===== config.mk =====
export PLATFORM = sky130hd
export DESIGN_NAME = alu_sequencer
export DESIGN_NICKNAME = d
export VERILOG_FILES = /design/src/rtl/alu_sequencer.sv
export SDC_FILE = /design/constraint.sdc
export NUM_CORES = 1
export LEC_CHECK = 0
export ABC_AREA = 1
export BUFFER_PORTS_ARGS = -buffer_cell sky130_fd_sc_hd__buf_4
export CORE_MARGIN = 2
export CORE_UTILIZATION = 50
export DETAILED_ROUTE_END_ITERATION = 12
export HOLD_SLACK_MARGIN = 0.03
export PLACE_DENSITY = 0.82
export SLEW_MARGIN = 10
export SYNTH_ARGS = -nofsm -noshare
export SYNTH_HDL_FRONTEND = slang
export SYNTH_SLANG_ARGS = --single-unit
export TNS_END_PERCENT = 100

===== constraint.sdc =====
create_clock -name i_clk -period 1.65 [get_ports i_clk]
set_input_delay 0.2475 -clock i_clk [delete_from_list [all_inputs] [get_ports i_clk]]
set_output_delay 0.2475 -clock i_clk [all_outputs]
set_load 0.02 [all_outputs]

===== src/rtl/alu_sequencer.sv =====
// Multi-cycle ALU execute controller: reads two operands through the register file's
// single port, computes an 8-bit result with zero/carry flags, then writes it back.
module alu_sequencer (
    input  logic       i_clk,
    input  logic       i_rst,
    input  logic       i_start,
    input  logic [2:0] i_op,
    input  logic [3:0] i_srcA,
    input  logic [3:0] i_srcB,
    input  logic [3:0] i_dst,
    output logic       o_busy,
    output logic       o_done,
    output logic       o_err,
    output logic [7:0] o_result,
    output logic       o_zero,
    output logic       o_carry,
    output logic       o_ldSig,
    output logic [3:0] o_regSel,
    output logic [7:0] o_regData,
    input  logic [7:0] i_regRdData
);

    typedef enum logic [2:0] {
        S_IDLE,
        S_RDA,
        S_RDB,
        S_EXEC,
        S_WB
    } state_t;

    state_t     state, state_nxt;
    logic [2:0] op_q;
    logic [3:0] src_a_q, src_b_q, dst_q;
    logic [7:0] opa_q;
    logic [8:0] alu_out;

    // Returns {carry, result}; carry is the borrow for SUB and the shifted-out bit for SHL.
    function automatic logic [8:0] alu(input logic [2:0] op, input logic [7:0] a,
                                       input logic [7:0] b);
        case (op)
            3'b000:  alu = {1'b0, a} + {1'b0, b};
            3'b001:  alu = {(a < b), 8'(a - b)};
            3'b010:  alu = {1'b0, a & b};
            3'b011:  alu = {1'b0, a | b};
            3'b100:  alu = {1'b0, a ^ b};
            3'b101:  alu = {1'b0, ~a};
            3'b110:  alu = {a[7], a[6:0], 1'b0};
            default: alu = {1'b0, a};
        endcase
    endfunction

    assign alu_out = alu(op_q, opa_q, i_regRdData);

    always_ff @(posedge i_clk or posedge i_rst) begin
        if (i_rst) begin
            state    <= S_IDLE;
            o_done   <= 1'b0;
            o_err    <= 1'b0;
            o_result <= 8'h00;
            o_zero   <= 1'b0;
            o_carry  <= 1'b0;
        end else begin
            state  <= state_nxt;
            o_done <= (state == S_WB);
            o_err  <= (state == S_WB) && (dst_q > 4'd3);
            if (state == S_EXEC) begin
                o_result <= alu_out[7:0];
                o_zero   <= (alu_out[7:0] == 8'h00);
                o_carry  <= alu_out[8];
            end
        end
    end

    // Command fields and operand A carry no reset: they are only observed outside IDLE.
    always_ff @(posedge i_clk) begin
        if (state == S_IDLE && i_start) begin
            op_q    <= i_op;
            src_a_q <= i_srcA;
            src_b_q <= i_srcB;
            dst_q   <= i_dst;
        end
        if (state == S_RDB)
            opa_q <= i_regRdData;
    end

    always_comb begin
        state_nxt = state;
        case (state)
            S_IDLE:  if (i_start) state_nxt = S_RDA;
            S_RDA:   state_nxt = S_RDB;
            S_RDB:   state_nxt = S_EXEC;
            S_EXEC:  state_nxt = S_WB;
            S_WB:    state_nxt = S_IDLE;
            default: state_nxt = S_IDLE;
        endcase
    end

    // Register file is addressed one cycle ahead of the data it returns.
    always_comb begin
        o_busy    = (state != S_IDLE);
        o_ldSig   = 1'b0;
        o_regSel  = 4'd0;
        o_regData = 8'h00;
        case (state)
            S_RDA:   o_regSel = src_a_q;
            S_RDB:   o_regSel = src_b_q;
            S_EXEC:  o_regSel = src_b_q;
            S_WB: begin
                o_regSel  = dst_q;
                o_regData = o_result;
                o_ldSig   = (dst_q <= 4'd3);
            end
            default: ;
        endcase
    end

endmodule


Word level (Yosys, flattened, before mapping) --
Cells that the tools add are included.
Storage, ports and cells: register bits 38, bits of input ports 26, logic and storage cells 44
Operators by class: add/subtract/negate cells 2, $lt $le $gt $ge 3, equality and inequality tests 11, muxes and demuxes 6, bitwise logic cells 4, reductions and logical operators 7
Operator list (number):
- $pmux W9 S7 | 1
- $eq A3 B2 Y1 const B | 4
- $eq A3 B3 Y1 const B | 4
- $pmux W3 S4 | 1
- $pmux W4 S3 | 1
- $add A8 B8 Y9 | 1
- $and A8 B8 Y8 | 1
- $logic_not A8 Y1 | 1
- $lt A8 B8 Y1 | 1
- $mux W8 | 1
- $not A8 Y8 | 1
- $or A8 B8 Y8 | 1
- $sub A8 B8 Y8 | 1
- $xor A8 B8 Y8 | 1
- $eq A3 B1 Y1 const B | 2
- $logic_not A3 Y1 | 2
- $gt A4 B2 Y1 const B | 1
- $le A4 B2 Y1 const B | 1
- $mux W3 | 1
- $reduce_bool A3 Y1 | 1
- $logic_and A1 B1 Y1 | 2
- $ne A2 B2 Y1 const B | 1
- $reduce_or A2 Y1 | 1
- $mux W1 | 1

Depth between registers and ports, before layout --
Gate-level depths: netlist of the first run.
depth after elaboration 3, depth in mapped cells 15

Least setup slack after synthesis of the first run --
OpenSTA, ideal clock, no wires.
path kind register to register, from register opa_q[0], to register o_zero, setup time 65 ps, data arrival time 1767 ps, setup slack -181 ps, stages on the path, launching flop included 12, cell sequence edfxtp_1 -> ha_1 -> fa_1 -> xnor2_1 -> nor2_1 -> nor2_1 -> nand3_1 -> nor2_1 -> nand3_1 -> nor2_1 -> nand3_1 -> nand2_1
On the way: longest elaborated chain between the ends 3, elaborated cells between the ends (all ways) 8, those cells by class add/sub (2); mux (1); bitwise (4); reduce/logical (1)
RTL lines:
- start: declaration | line 34 | logic [7:0] opa_q;
- start signal: assignment | line 83 | opa_q <= i_regRdData;
- $sub A8 B8 Y8 (tied with other cells) | line 42 | 3'b001: alu = {(a < b), 8'(a - b)};
- $pmux W9 S7 (*) | line 40 | case (op)
- $logic_not A8 Y1 (*) | line 68 | o_zero <= (alu_out[7:0] == 8'h00);
- end signal: assignment | line 68
- end: declaration | line 15 | output logic o_zero,
Every way passes the cells marked *; elsewhere a longest branch is shown, timed or not. A chain may end at the register's enable or synchronous reset.

Final worst setup path of the first run --
Same ends and word-level chain as after synthesis.

==> key figures, run 1 <==
Run status
  – Status: finished with violations
  – Violated checks: negative setup slack

Critical path
  – Critical path's slowest cell: edfxtp_1
  – Critical Path Max Stage Delay: 420 ps
  – Crit-path leading delay family: simple AND/OR/NAND/NOR gates
  – Worst EP arrival: 2280 ps
  – Crit end category: register
  – Startpoint types: register
  – Peak fanout along the critical path: 3
  – CP Cell Sequence: inv_2 > ha_4 > fa_2 > o21ai_2 > buf_4 > nand3_1 > nand3_1 > nand3_1 > nand2_1 > inv_1 > nor2_1 > nand3_1 > nand2_1
  – Critical path required time: 1890 ps
  – Crit Path Class: register to register
  – Bufs and invs on worst path: 3
  – Most used cell, CP: nand3_1

Placement
  – Placed Cells: 568
  – Place WS: -338 ps
  – DP HPWL: 6470 um
  – Final RePlAce weighted congestion: 0.945
  – IO buf count: 51
  – DP Area: 3780 um^2

STA
  – Tcrit/Tclk final: 1.24
  – Slew @ Worst Pin: 565 ps
  – TNS Setup: -3770 ps
  – F_max: 490 MHz
  – Tmin final: 2040 ps
  – Hold Vio Cnt, Final: 0
  – Fin. max-slew vios: 0
  – Min setup slack post-route: -389 ps
  – Final clock skew: 9.70 ps
  – Worst slew margin: 0.623
  – Worst hold slack: 132 ps
  – RSZ-0062 raised after global routing: true
  – Setup Viol. Count Final: 22

Worst hold path
  – Worst hold path class: input pin to register

CTS
  – Clock latency on the worst-skew pair: 290 ps
  – Clock transition at the registers of the reported paths: 90 ps
  – CTS tree: yes
  – CTS Root Cell: clkbuf_8
  – CTS Buf Count: 5
  – CTS Sinks: 38
  – Longest Clk Path Bufs: 2
  – H-tree levels: 2

Die
  – Die height: 79.6 um
  – Die ar.: 6330 um^2
  – Core area: 5510 um^2
  – Row Count: 27
  – I/O pins: 52
  – Die X: 79.6 um
  – Initial Util: 0.519

Power and ir drop
  – Comb pwr share: 0.635
  – Int Pwr: 3.72 mW
  – Sw Pwr: 2.99 mW
  – LEAKAGE: 2.25 nW
  – Peak VDD IR: 1.11 mV
  – Switching part of the total: 0.446
  – Tot Pwr: 6.71 mW
  – Part of the power in registers: 0.234
  – Clock network fraction of total power: 0.131
  – Pwr dens: 1490 nW/um^2

GRT
  – Total Routing Usage GR: 0.302
  – First-pass GRT wire length: 14500 um
  – Number of global-route vias before repair: 3171
  – Largest net degree at the start of global routing: 16
  – Total global routing overflow: 0
  – Initial antenna violation count: 0

Final layout
  – Post-route cell area: 4500 um^2
  – Final #Nets: 575
  – Filler Cell Count: 325
  – Fin cells: 596
  – Area growth, synth to finish: 57.7%
  – Share of layout cells above drive strength 1: 0.450
  – Layout Utilization: 0.818
  – Number of diodes: 0

Job
  – Max cap viols: 0

Logic synthesis
  – Syn. warnings: 0
  – Synth Area per Inst: 7.38 um^2
  – Seq/Total Area, Yosys: 0.373
  – Netlist cell types: 32
  – Post-synthesis net count: 439
  – Cell area after synthesis: 2860 um^2
  – Synth Instances: 387
  – Synthesis-stage register bit count: 38

Route
  – DR vias/cell: 5.68
  – DR iter-0 viols: 391
  – Routed Wire Length: 10500 um
  – Pre-antenna DRT Iters: 5
  – Drt wl/cell: 17.7 um
  – Vias post-DR: 3388
  – Final ANT Viol Nets: 0
  – DRC Markers: 0
==> flip-flops by register name (all words and copies together) (netlist names) <==
| signal | cells |
|---|---|
| o_result | 8 |
| opa_q | 8 |
| dst_q | 4 |
| src_a_q | 4 |
| src_b_q | 4 |
| op_q | 3 |
| state | 3 |
| o_carry | 1 |
| o_done | 1 |
| o_err | 1 |
| o_zero | 1 |
==> worst reg2reg max path, stage by stage (launching register included) <==
cell      delay [ps]
edfxtp_1         420
inv_2             70
ha_4             160
fa_2             370
o21ai_2          180
buf_4            140
nand3_1           60
nand3_1           90
nand3_1           80
nand2_1          100
inv_1             50
nor2_1           120
nand3_1           90
nand2_1           70
==> final timing paths <==
path,startpoint,end,slack [ps],depth (start not counted)
max,opa_q[0]$_DFFE_PP_,o_zero$_DFFE_PP0N_,-390,13
min,i_srcB[0],src_b_q[0]$_DFFE_PP_,130,1
max reg2reg,opa_q[0]$_DFFE_PP_,o_zero$_DFFE_PP0N_,-390,13
min reg2reg,o_result[1]$_DFFE_PP0N_,o_result[1]$_DFFE_PP0N_,530,2
max in group asynchronous,i_rst,state[0]$_DFFE_PP0P_,670,3
min in group asynchronous,i_rst,o_zero$_DFFE_PP0N_,560,3
==> cells by family after synthesis <==
group           share of synthesized area
compound gates                     0.0727
buf+inv                             0.115
flops                               0.373
xor+xnor                          0.00307
fa+ha+maj                           0.119
simple gates                        0.317
==> cell usage after synthesis (all sizes together) <==
master	n	area share
nor2	47	0.064
edfxtp	23	0.24
ha	24	0.11
nor3	6	0.011
o21a	2	0.0053
nand2	99	0.13
o211ai	2	0.0053
or2	2	0.0044
nand4	10	0.022
buf	10	0.026
clkbuf	1	0.0013
dfrtp	15	0.13
a21o	1	0.0026
o22ai	3	0.0066
nand3	44	0.085
xnor2	1	0.0031
inv	66	0.088
o21ai	18	0.033
a21oi	10	0.018
fa	2	0.014
o21bai	1	0.0026
==> timing repair <==
action	4_1_cts	5_1_grt
endpoints found under the setup margin	13	23
setup buffers	13	8
pin swaps	25	18
gates cloned	0	0
hold endpoints to repair	13	0
gates resized for setup	66	56
hold buffers	1	0
==> placed cells by master (no fill, tap or decap), drive strengths merged <==
master	n
buf	139
nand2	99
inv	66
nor2	47
nand3	44
ha	24
edfxtp	23
o21ai	18
dfrtp	15
nand4	10
a21oi	10
clkbuf	8
nor3	6
o22ai	3
o21a	2
o211ai	2
fa	2
or2	2
xnor2	1
o21bai	1
a21o	1
dlygate4sd3	1
==> power groups by stage <==
stage / clock network [mW] / registers (mW) / logic (mW)
after global placement: 0 / 1.51 / 3.09
after detailed placement: 0 / 1.52 / 3.15
after CTS: 0.894 / 1.52 / 3.64
after floorplan: 0 / 1.65 / 1.65
final: 0.880 / 1.57 / 4.26
after global routing: 0.910 / 1.59 / 4.51
==> layer usage <==
metal  track usage  share of wire  up-vias
met2         0.520           0.50      247
met1         0.349           0.35     1568
met4         0.160          0.054        0
li1              -              -     1510
met3        0.0645          0.088       63
met5             0              0        -
==> final cells by class <==
type,instances,area [um^2],area share
multi-input combinational,272,1840,0.409
sequential,38,1070,0.237
inverter,66,250,0.0556
clock buffer,8,133,0.0294
timing repair buffer,140,1120,0.249
tap,72,90.1,0.0200
(Power assumes the default switching activity.)
==> run 2, diff against run 1 <==
--- a/config.mk
+++ b/config.mk
@@ -6,12 +6,15 @@
 export NUM_CORES = 1
 export LEC_CHECK = 0
 export ABC_AREA = 1
+export ABC_CLOCK_PERIOD_IN_PS = 1650
 export BUFFER_PORTS_ARGS = -buffer_cell sky130_fd_sc_hd__buf_4
+export CELL_PAD_IN_SITES_DETAIL_PLACEMENT = 0
+export CELL_PAD_IN_SITES_GLOBAL_PLACEMENT = 1
 export CORE_MARGIN = 2
-export CORE_UTILIZATION = 50
+export CORE_UTILIZATION = 37
 export DETAILED_ROUTE_END_ITERATION = 12
 export HOLD_SLACK_MARGIN = 0.03
-export PLACE_DENSITY = 0.82
+export PLACE_DENSITY = 0.83
 export SLEW_MARGIN = 10
 export SYNTH_ARGS = -nofsm -noshare
 export SYNTH_HDL_FRONTEND = slang
==> key figures, run 2 (synthesis results as in run 1) <==
Power and ir drop
  – Tot Pwr: 6.22 mW (-7.4%)
  – Part of the power in registers: 0.247 (+0.013)
  – Pwr dens: 1400 nW/um^2 (-5.8%)
  – Comb pwr share: 0.637 (+0.002)
  – Int Pwr: 3.46 mW (-7.0%)
  – Switching part of the total: 0.444 (-0.00201)
  – Peak VDD IR: 1.18 mV (+6.2%)
  – LEAKAGE: 2.21 nW (-1.8%)
  – Clock network fraction of total power: 0.116 (-0.015)
  – Sw Pwr: 2.76 mW (-7.8%)

Run status
  – Status: finished with violations
  – Violated checks: negative setup slack

Final layout
  – Area growth, synth to finish: 55.1%
  – Share of layout cells above drive strength 1: 0.433 (-0.0171)
  – Number of diodes: 0 (unchanged)
  – Fin cells: 619 (+3.9%)
  – Commonest non-fill, non-tap cells in the layout: buf_4 (114), nand2_1 (79), inv_1 (56)
  – Final #Nets: 568 (-1.2%)
  – Largest regs: o_result: 8 flops, opa_q: 8 flops
  – Layout Utilization: 0.583 (-0.235)
  – Most common cell after layout, fill and taps aside: buf_4

Critical path
  – Startpoint types: register
  – CP Cell Sequence: inv_2 > ha_4 > fa_2 > o21ai_4 > nand3_2 > nand2_2 > nand2_1 > nand3_1 > nand4_1 > nor2_1 > nand3_1 > nand2_1
  – Crit-path leading delay family: simple AND/OR/NAND/NOR gates
  – Critical path required time: 1890 ps (about the same)
  – Critical path's slowest cell: edfxtp_1
  – Crit end category: register
  – Crit Path Class: register to register
  – Critical Path Max Stage Delay: 400 ps (-20 ps)
  – Peak fanout along the critical path: 3 (unchanged)
  – Worst R2R Setup Slack: -320 ps (+70 ps)
  – Bufs and invs on worst path: 1 (-2)
  – Worst EP arrival: 2200 ps (-80 ps)

Route
  – Pre-antenna DRT Iters: 4 (-1)
  – DR iter-0 viols: 127 (-68%)
  – Vias post-DR: 2973 (-12%)
  – Final ANT Viol Nets: 0 (unchanged)
  – Drt wl/cell: 14.4 um (-18%)
  – Routed Wire Length: 8930 um (-15%)
  – DRC Markers: 0 (unchanged)
  – DR vias/cell: 4.80 (-16%)

Die
  – Core area: 7610 um^2 (+38%)
  – Die X: 91.9 um (+15%)
  – I/O pins: 52 (unchanged)
  – Die height: 91.9 um (+15%)
  – Row Count: 32 (+19%)
  – Initial Util: 0.375 (-0.143)
  – Die ar.: 8440 um^2 (+33%)

STA
  – Hold Vio Cnt, Final: 0 (unchanged)
  – Fin. max-slew vios: 0 (unchanged)
  – Tmin final: 1970 ps (-73.1 ps)
  – Final clock skew: 26.3 ps (+16.6 ps)
  – RSZ-0062 raised after global routing: true
  – Worst slew margin: 0.614 (-0.00938)
  – Slew @ Worst Pin: 579 ps (+14.1 ps)
  – F_max: 509 MHz (+3.7%)
  – Setup Viol. Count Final: 14 (-36%)
  – Min setup slack post-route: -316 ps (+73.1 ps)
  – Tcrit/Tclk final: 1.19 (-0.0443)

Placement
  – Final RePlAce weighted congestion: 0.903 (-4.5%)
  – IO buf count: 51 (unchanged)
  – Placed Cells: 596 (+4.9%)
  – DP HPWL: 6730 um (+4.1%)

Job
  – Max cap viols: 0 (unchanged)

GRT
  – Total Routing Usage GR: 0.216 (-0.0860)
  – Initial antenna violation count: 0 (unchanged)
  – Largest net degree at the start of global routing: 16 (unchanged)
  – Number of global-route vias before repair: 3091 (-2.5%)
  – Total global routing overflow: 0 (unchanged)
  – First-pass GRT wire length: 14300 um (-1.6%)

CTS
  – CTS Sinks: 38 (unchanged)
  – CTS tree: yes
  – Clock transition at the registers of the reported paths: 110 ps (+20 ps)
  – CTS Buf Count: 5 (unchanged)
  – Longest Clk Path Bufs: 2 (unchanged)
  – CTS Root Cell: clkbuf_8
  – Clock latency on the worst-skew pair: 310 ps (+20 ps)
  – H-tree levels: 2 (unchanged)

Worst hold path
  – Worst hold path class: input pin to register
[run 2: per-stage QoR]
| stage | setup TNS, ps | area, um^2 | setup slack, ps | hold slack, ps |
|---|---|---|---|---|
| after floorplan | -268 | 2870 | -122 | 149 |
| after global placement | -1380 | 3830 | -260 | 344 |
| after detailed placement | -1670 | 3830 | -302 | 347 |
| after CTS | -1790 | 4220 | -284 | 114 |
| after global routing | -3880 | 4430 | -407 | 109 |
| final | -1850 | 4430 | -316 | 115 |
[run 2: final timing paths]
check	from	endpoint	cells after the start
max	opa_q[0]$_DFFE_PP_	o_zero$_DFFE_PP0N_	12
min	i_op[2]	op_q[2]$_DFFE_PP_	1
max reg2reg	opa_q[0]$_DFFE_PP_	o_zero$_DFFE_PP0N_	12
min reg2reg	o_carry$_DFFE_PP0N_	o_carry$_DFFE_PP0N_	2
max in group asynchronous	i_rst	state[1]$_DFFE_PP0P_	3
min in group asynchronous	i_rst	o_done$_DFF_PP0_	3
[run 2: repair_timing]
action	in CTS	in global routing
setup endpoints to repair	14	23
cloned	0	0
hold buffers	1	0
pin swaps	23	15
buffers inserted	11	6
hold endpoints to repair	10	0
gates resized for setup	61	49
[run 2: power groups by stage]
stage	logic, mW	clock network, mW	registers [mW]
global placement	3.16	0	1.53
floorplan	1.65	0	1.65
detailed placement	3.19	0	1.54
CTS	3.62	0.731	1.53
finish	3.96	0.721	1.53
global route	4.32	0.767	1.57
[run 2: layout make-up]
cell class,instances,area [um^2]
inverters,66,250
multi-input cells,272,1800
well taps,102,128
clock inverters,2,11.3
fillers,690,3180
flip-flops and latches,38,1070
clock buffers,6,82.6
repair buffers,133,1090
[run 2: routing by layer]
metal	global-route usage	wire length (um)	up-vias
met3	0.0378	354	22
li1	-	-	1497
met1	0.266	3780	1380
met2	0.376	4560	74
met5	0	0	-
met4	0.0808	235	0
